**src/rtl/div_unit_if.sv**
```systemverilog
// Handshake and data bundle between the pipeline and the multi-cycle divider.
interface div_unit_if;
  logic        start;
  logic        signed_div;
  logic        flush;
  logic [31:0] operand_1;
  logic [31:0] operand_2;
  logic        busy;
  logic        done;
  logic [31:0] result_lo;
  logic [31:0] result_hi;

  modport master (
    output start, signed_div, flush, operand_1, operand_2,
    input  busy, done, result_lo, result_hi
  );

  modport slave (
    input  start, signed_div, flush, operand_1, operand_2,
    output busy, done, result_lo, result_hi
  );
endinterface

```
**src/rtl/div_unit.sv**
```systemverilog
// Iterative 32-bit radix-2 restoring divider (quotient -> LO, remainder -> HI).
// Define DIV_SIGNED_EN to add the signed (DIV) path; otherwise every op is DIVU.
module div_unit (
  input logic       clk,
  input logic       rst,
  div_unit_if.slave bus
);
  typedef enum logic [1:0] {IDLE, CALC, DONE} state_t;

  state_t      state, state_nxt;
  logic [5:0]  cnt;
  logic [31:0] quo, rem, dvsr;
  logic [31:0] res_lo, res_hi;

  logic        accept, div_zero, last;
  logic [32:0] trial;
  logic        qbit;
  logic [31:0] quo_step, rem_step;
  logic [31:0] fin_lo, fin_hi;
  logic [31:0] mag_1, mag_2;

  assign accept   = (state == IDLE) && bus.start && !bus.flush;
  assign div_zero = (bus.operand_2 == 32'd0);
  assign last     = (state == CALC) && (cnt == 6'd31);

`ifdef DIV_SIGNED_EN
  logic neg_q, neg_r;
  logic neg_1, neg_2;

  assign neg_1 = bus.signed_div & bus.operand_1[31];
  assign neg_2 = bus.signed_div & bus.operand_2[31];
  assign mag_1 = neg_1 ? -bus.operand_1 : bus.operand_1;
  assign mag_2 = neg_2 ? -bus.operand_2 : bus.operand_2;
  // Quotient takes the XOR of signs, remainder follows the dividend.
  assign fin_lo = neg_q ? -quo_step : quo_step;
  assign fin_hi = neg_r ? -rem_step : rem_step;
`else
  logic unused_signed_div;

  assign unused_signed_div = bus.signed_div;
  assign mag_1  = bus.operand_1;
  assign mag_2  = bus.operand_2;
  assign fin_lo = quo_step;
  assign fin_hi = rem_step;
`endif

  // quo doubles as the dividend shift register: dividend bits leave the top
  // while quotient bits enter the bottom.
  always_comb begin
    trial    = {rem, quo[31]} - {1'b0, dvsr};
    qbit     = ~trial[32];
    rem_step = qbit ? trial[31:0] : {rem[30:0], quo[31]};
    quo_step = {quo[30:0], qbit};
  end

  always_ff @(posedge clk or negedge rst) begin
    if (!rst) state <= IDLE;
    else      state <= state_nxt;
  end

  always_comb begin
    state_nxt = state;
    if (bus.flush) begin
      state_nxt = IDLE;
    end else begin
      case (state)
        IDLE:    if (bus.start) state_nxt = div_zero ? DONE : CALC;
        CALC:    if (cnt == 6'd31) state_nxt = DONE;
        DONE:    state_nxt = IDLE;
        default: state_nxt = IDLE;
      endcase
    end
  end

  always_comb begin
    bus.busy = (state != IDLE);
    bus.done = (state == DONE);
  end

  always_ff @(posedge clk or negedge rst) begin
    if (!rst) begin
      cnt    <= '0;
      quo    <= '0;
      rem    <= '0;
      dvsr   <= '0;
      res_lo <= '0;
      res_hi <= '0;
`ifdef DIV_SIGNED_EN
      neg_q  <= 1'b0;
      neg_r  <= 1'b0;
`endif
    end else if (accept) begin
      cnt <= '0;
      if (div_zero) begin
        res_lo <= '1;
        res_hi <= bus.operand_1;
      end else begin
        quo  <= mag_1;
        rem  <= '0;
        dvsr <= mag_2;
`ifdef DIV_SIGNED_EN
        neg_q <= neg_1 ^ neg_2;
        neg_r <= neg_1;
`endif
      end
    end else if (state == CALC && !bus.flush) begin
      cnt <= cnt + 6'd1;
      quo <= quo_step;
      rem <= rem_step;
      if (last) begin
        res_lo <= fin_lo;
        res_hi <= fin_hi;
      end
    end
  end

  assign bus.result_lo = res_lo;
  assign bus.result_hi = res_hi;
endmodule

```
**src/flat_wrapper.sv**
```systemverilog
// flat-port wrapper written by rule: the top's interface ports become plain ports
module div_unit_flat 
  (clk, rst, bus_start, bus_signed_div, bus_flush, bus_operand_1, bus_operand_2, bus_busy, bus_done, bus_result_lo, bus_result_hi);
  div_unit_if bus_i ();
  input logic clk;
  input logic rst;
  input wire logic [$bits(bus_i.start)-1:0] bus_start;
  input wire logic [$bits(bus_i.signed_div)-1:0] bus_signed_div;
  input wire logic [$bits(bus_i.flush)-1:0] bus_flush;
  input wire logic [$bits(bus_i.operand_1)-1:0] bus_operand_1;
  input wire logic [$bits(bus_i.operand_2)-1:0] bus_operand_2;
  output wire logic [$bits(bus_i.busy)-1:0] bus_busy;
  output wire logic [$bits(bus_i.done)-1:0] bus_done;
  output wire logic [$bits(bus_i.result_lo)-1:0] bus_result_lo;
  output wire logic [$bits(bus_i.result_hi)-1:0] bus_result_hi;
  assign bus_i.start = bus_start;
  assign bus_i.signed_div = bus_signed_div;
  assign bus_i.flush = bus_flush;
  assign bus_i.operand_1 = bus_operand_1;
  assign bus_i.operand_2 = bus_operand_2;
  assign bus_busy = bus_i.busy;
  assign bus_done = bus_i.done;
  assign bus_result_lo = bus_i.result_lo;
  assign bus_result_hi = bus_i.result_hi;
  div_unit u_core (.clk(clk), .rst(rst), .bus(bus_i));
endmodule
```
**config.mk**
```make
export PLATFORM = sky130hd
export DESIGN_NAME = div_unit_flat
export DESIGN_NICKNAME = d
export VERILOG_FILES = /design/src/rtl/div_unit_if.sv /design/src/rtl/div_unit.sv /design/src/flat_wrapper.sv
export SDC_FILE = /design/constraint.sdc
export NUM_CORES = 1
export LEC_CHECK = 0
export CAP_MARGIN = 5
export CORE_MARGIN = 2
export CORE_UTILIZATION = 55
export CTS_CLUSTER_SIZE = 24
export DETAILED_ROUTE_END_ITERATION = 10
export GPL_TIMING_DRIVEN = 0
export PLACE_DENSITY = 0.81
export SLEW_MARGIN = 5
export SYNTH_ARGS = -nofsm -noshare
export SYNTH_HDL_FRONTEND = slang
export SYNTH_SLANG_ARGS = --single-unit
```
**constraint.sdc**
```tcl
create_clock -name clk -period 4.1 [get_ports clk]
set_clock_uncertainty 0.15 [all_clocks]
set_input_delay 0.615 -clock clk [delete_from_list [all_inputs] [get_ports clk]]
set_output_delay 0.615 -clock clk [all_outputs]
set_load 0.01 [all_outputs]
```
After elaboration in Yosys (flattened, before gate mapping)
Index checks and enable logic that the tools add are counted.
{"block": "totals", "reg_bits": 168, "input_bits": 69, "elab_cells": 54}
{"block": "op_classes", "n_addsub": 2, "n_eq_ne": 7, "mux": 22, "n_bitwise": 2, "reduce_logical": 14}
{"cell": "32-bit 2-to-1 mux", "n": 15}
{"cell": "33-bit by 32-bit subtractor with 33-bit output", "n": 1}
{"cell": "32-bit logical NOT", "n": 1}
{"cell": "6-bit 2-to-1 mux", "n": 2}
{"cell": "2-bit 2-to-1 mux", "n": 4}
{"cell": "6-bit by 1-bit adder with 6-bit output (second input constant)", "n": 1}
{"cell": "6-bit by 5-bit == test with 1-bit output (second input constant)", "n": 1}
{"cell": "2-bit AND reduction", "n": 3}
{"cell": "2-bit nonzero test", "n": 3}
{"cell": "1-bit logical AND", "n": 4}
{"cell": "2-bit != test (second input constant)", "n": 2}
{"cell": "2-bit case mux with 2 select lines", "n": 1}
{"cell": "3-bit by 2-bit != test with 1-bit output (second input constant)", "n": 1}
{"cell": "3-bit != test (second input constant)", "n": 1}
{"cell": "3-bit AND reduction", "n": 1}
{"cell": "2-bit by 1-bit == test with 1-bit output (second input constant)", "n": 1}
{"cell": "2-bit == test (second input constant)", "n": 1}
{"cell": "2-bit logical NOT", "n": 1}
{"cell": "1-bit NOT", "n": 2}
{"cell": "1-bit logical NOT", "n": 1}

Depth between registers and ports, before layout
{"block": "logic_depth", "ltp_word": 5, "mapped_depth": 14}

Least setup slack after synthesis
No wires, ideal clock.
{"block": "synth_path", "path_type": "register to register", "start": "register u_core.quo[31]", "end": "register u_core.res_hi[27] (netlist: u_core.bus.result_hi[27])", "t_arrival_ns": 2.928, "required_ns": 3.856, "setup_slack_ns": 0.928, "path_stages_with_launch": 15, "cell_sequence": "dfrtp_1 > inv_1 > ha_1 > inv_1 > fa_1 > a211oi_1 > o211ai_1 > a21o_1 > and3_1 > or3_4 > and3_4 > buf_6 > buf_6 > mux2i_1 > a211oi_1"}
{"block": "synth_between", "elab_chain_len": 5}
{"element": "from (decl)", "line_no": "div_unit.sv:12", "text": "logic [31:0] quo, rem, dvsr;"}
{"element": "from (signal assigned)", "line_no": "div_unit.sv:98", "text": "quo <= mag_1;"}
{"element": "from (signal assigned)", "line_no": "div_unit.sv:108", "text": "quo <= quo_step;"}
{"element": "33-bit by 32-bit subtractor with 33-bit output", "line_no": "div_unit.sv:50", "text": "trial = {rem, quo[31]} - {1'b0, dvsr};"}
{"element": "32-bit 2-to-1 mux", "line_no": "div_unit.sv:52", "text": "rem_step = qbit ? trial[31:0] : {rem[30:0], quo[31]};"}
{"element": "32-bit 2-to-1 mux", "line_no": "div_unit.sv:110", "text": "if (last) begin"}
{"element": "32-bit 2-to-1 mux", "line_no": "div_unit.sv:106", "text": "end else if (state == CALC && !bus.flush) begin"}
{"element": "32-bit 2-to-1 mux", "line_no": "div_unit.sv:92", "text": "end else if (accept) begin"}
{"element": "to (signal assigned)", "line_no": "div_unit.sv:96", "text": "res_hi <= bus.operand_1;"}
{"element": "to (signal assigned)", "line_no": "div_unit.sv:112", "text": "res_hi <= fin_hi;"}
{"element": "to (decl)", "line_no": "div_unit.sv:13", "text": "logic [31:0] res_lo, res_hi;"}
No other way between the ends. The select of a mux whose other input is x is not followed.
A chain may end at the register's enable or synchronous reset.

Final worst setup path
{"block": "layout_path", "start": "input port bus_start", "end": "register u_core.rem[19]"}
{"block": "layout_between", "elab_chain_len": 4}
{"element": "from (decl)", "line_no": "flat_wrapper.sv:7", "text": "input wire logic [$bits(bus_i.start)-1:0] bus_start;"}
{"element": "1-bit logical AND (*) (2 in series)", "line_no": "div_unit.sv:22", "text": "assign accept = (state == IDLE) && bus.start && !bus.flush;"}
{"element": "2-bit != test (no source line) or 2-bit nonzero test (tied branches)"}
{"element": "2-bit AND reduction (no source line)"}
{"element": "to (signal assigned)", "line_no": "div_unit.sv:109", "text": "rem <= rem_step;"}
{"element": "to (decl)", "line_no": "div_unit.sv:12"}
Mark *: on every way between the ends. The rest lies on a longest branch, timed or not.

==> results.json <==
{
  "rows": 47,
  "worstHoldPathType": "input pin to async pin",
  "clockBufferDepth": 2,
  "async_flop_share_pct": 100.0,
  "grt_pass1_vias": 8185,
  "cts_root_buf": "clkbuf_16",
  "antenna_cells": 0,
  "outcome": "complete, but fails checks",
  "numCtsBuffers": 17,
  "syn_area_um2": 9163,
  "drv_cap": 0,
  "htree_levels": 4,
  "netlist-cell-type-count": 61,
  "reg2reg_depth": 8,
  "place.gp.congestion": 0.9572,
  "die_w_um": 133.1,
  "start_util_pct": 55.85,
  "max_freq_ghz": 0.2529,
  "timing.final.crit_share_pct": 96.44,
  "utilization_pct": 69.51,
  "final-seq-area_um2": 4204,
  "ys_seq_area_share_pct": 45.88,
  "r2r_end": "u_core.rem[19]",
  "clock_latency_ns": 0.44,
  "power-per-cell-area_nw_per_um2": 467.5,
  "routed-via-count": 8110,
  "finalHoldViolations": 6,
  "grt_pass1_wl_um": 41700,
  "startpoint_type": "input pin",
  "synth_edf_count": 0,
  "die_area_um2": 17710,
  "io_buffer_count": 133,
  "path_clk_slew_ns": 0.07,
  "synth-seq-cells": 168,
  "drc_errors": 0,
  "critPathCaptureType": "flip-flop",
  "ant_nets": 0,
  "r2r-start": "u_core.state[0]",
  "violations": "hold timing",
  "final_nets": 1210,
  "cts_tree": "done",
  "syn-num-nets": 1057,
  "routed_wl_um": 25920,
  "regToRegSetupSlack_ns": 0.30,
  "p_total_mw": 5.332,
  "post-place-cells": 1308,
  "io_pins": 135,
  "avgSynthCellArea_um2": 9.604,
  "worst_slew_pin_slew_ns": 1.179,
  "p_leak_nw": 5.128,
  "holdBufCountCts": 0,
  "viasPerCell": 6.052,
  "placed_area_um2": 10800,
  "min_period_ns": 3.954,
  "cts_setup_buffers": 0,
  "synth-main-ff-cell": "dfrtp_1",
  "required_ns": 4.25,
  "setup_tns_ns": 0,
  "rsz0062_at_grt": "false",
  "layout-drive-gt1-share_pct": 9.018,
  "max-slew-margin-rel_pct": 21.20,
  "crit_type": "input pin to flip-flop",
  "multi_input_area_um2": 4556,
  "area_delta_synth_final_pct": 24.47,
  "grt_util_all_layers_pct": 30.03,
  "wl_per_cell_um": 19.34,
  "drtIter0Drc": 867,
  "setup_viol": 0,
  "die_h_um": 133.1,
  "hpwlAfterDp_um": 19340,
  "overflow": 0,
  "cp.arrival_ns": 4.10,
  "netlist_instances": 954,
  "vdd_drop_max_mv": 0.3488,
  "whs_ns": -0.01244,
  "grt_max_degree": 101,
  "slew_viol_final": 0,
  "coreArea_um2": 16410,
  "path_max_fanout": 10,
  "yosysWarnings": 0,
  "finalNonFillerCells": 1340,
  "cts.sinks": 168,
  "fillers": 1225,
  "cts.repair.resized": 0,
  "fin_area_um2": 11400,
  "drt_first_pass_iters": 7,
  "antenna_found_initial": 0
}
-- flip-flops by register name (all words and copies together), names as in the netlist --
register,flops
u_core.bus.result_hi,32
u_core.dvsr,32
u_core.rem,32
u_core.quo,32
u_core.state,2
u_core.bus.result_lo,32
u_core.cnt,6
-- placed cells by master (no fill, tap or decap), types with 11 or more instances in the layout --
master           synthesis  routed
mux2i_1                 27      27
a21o_1                  29      29
o21ai_0                 69      69
clkbuf_1                40      41
o211ai_1                11      11
clkbuf_16                0      17
nor2_1                  54      54
ha_1                    33      33
xor2_1                  14      14
dfrtp_1                168     168
a211oi_1                14      14
a31oi_1                 22      22
inv_1                   46      46
xnor2_1                 15      15
mux2_2                  40      40
o22a_1                  32      32
nand4_1                 15      15
a21oi_1                 57      57
clkdlybuf4s50_1          0     132
nor3_1                  21      21
nand2_1                134     134
-- layout make-up --
cell class / instances / area share [%]
clock inverters: 14 / 1.525
multi-input cells: 685 / 39.95
well taps: 220 / 2.414
repair buffers: 134 / 11.96
inverters: 47 / 1.547
flip-flops and latches: 168 / 36.86
plain buffers: 54 / 1.986
clock buffers: 18 / 3.763
-- kinds of logic after synthesis --
family	Yosys count	synth area share, %
fa+ha+maj	34	4.725
buf+inv	101	4.397
flops	168	45.88
simple gates	272	13.37
xor+xnor	29	2.772
compound gates	275	19.68
mux	75	9.177
-- critical path: stages --
cell             delay (ns)
clkdlybuf4s50_1        0.51
nor4b_2                0.95
o21ai_1                0.58
and2_0                 0.33
clkbuf_1               0.22
clkbuf_1               0.32
clkbuf_1               0.34
nand2_1                0.14
o21ai_0                0.09
-- worst max path at each step --
stage / from / to / depth (start not counted)
2_1_floorplan: u_core.quo[31] / u_core.bus.result_hi[27] / 14
3_3_place_gp: rst / u_core.bus.result_lo[12] / 1
3_5_place_dp: bus_start / u_core.rem[27] / 9
4_1_cts: bus_operand_2[7] / u_core.rem[19] / 10
5_1_grt: bus_operand_2[7] / u_core.rem[17] / 10
6_report: bus_start / u_core.rem[19] / 9
-- metal layers --
| layer | vias to the layer above | routed length [µm] | global-route usage (%) |
|---|---|---|---|
| li1 | 3727 | - | - |
| met1 | 3968 | 10720 | 38.37 |
| met2 | 331 | 12520 | 49.71 |
| met3 | 84 | 1591 | 5.402 |
| met4 | 0 | 1092 | 14.28 |
| met5 | - | 0 | 0 |
-- per-stage QoR --
step / hold slack, ns / setup slack [ns]
floorplan: 0.1694 / 0.9276
detailed placement: 0.3274 / -0.1300
global route: 0.02487 / 0.03758
CTS: 0.005626 / 0.2868
finish: -0.01244 / 0.1462
global placement: 0.3214 / -4.695
-- power breakdown --
part           internal [mW]  total (mW)  switching [mW]
Combinational          0.687        1.63           0.944
Clock                  0.875        1.64           0.765
Sequential              1.88        2.06           0.184
-- cells in the mapped netlist, types with 3 or more instances --
| cell | count | area (µm²) |
|---|---|---|
| a211o_1 | 3 | 26.28 |
| a211oi_1 | 14 | 105.1 |
| a21o_1 | 29 | 217.7 |
| a21oi_1 | 57 | 285.3 |
| a31oi_1 | 22 | 137.6 |
| a32oi_1 | 3 | 26.28 |
| and3_1 | 4 | 25.02 |
| buf_1 | 10 | 37.54 |
| buf_6 | 3 | 33.78 |
| clkbuf_1 | 40 | 150.1 |
| dfrtp_1 | 168 | 4204 |
| ha_1 | 33 | 412.9 |
| inv_1 | 46 | 172.7 |
| mux2_2 | 40 | 450.4 |
| mux2_4 | 8 | 120.1 |
| mux2i_1 | 27 | 270.3 |
| nand2_1 | 134 | 503.0 |
| nand2b_1 | 4 | 25.02 |
| nand3_1 | 7 | 35.03 |
| nand4_1 | 15 | 93.84 |
| nor2_1 | 54 | 202.7 |
| nor2b_1 | 3 | 18.77 |
| nor3_1 | 21 | 105.1 |
| nor4_1 | 9 | 56.30 |
| o211ai_1 | 11 | 82.58 |
| o21a_1 | 5 | 37.54 |
| o21ai_0 | 69 | 345.3 |
| o21ai_1 | 3 | 15.01 |
| o21bai_1 | 7 | 52.55 |
| o22a_1 | 32 | 280.3 |
| o31ai_1 | 4 | 30.03 |
| or2_2 | 6 | 37.54 |
| or3_1 | 5 | 31.28 |
| xnor2_1 | 15 | 131.4 |
| xor2_1 | 14 | 122.6 |
Power figures use the tool's default switching activity.
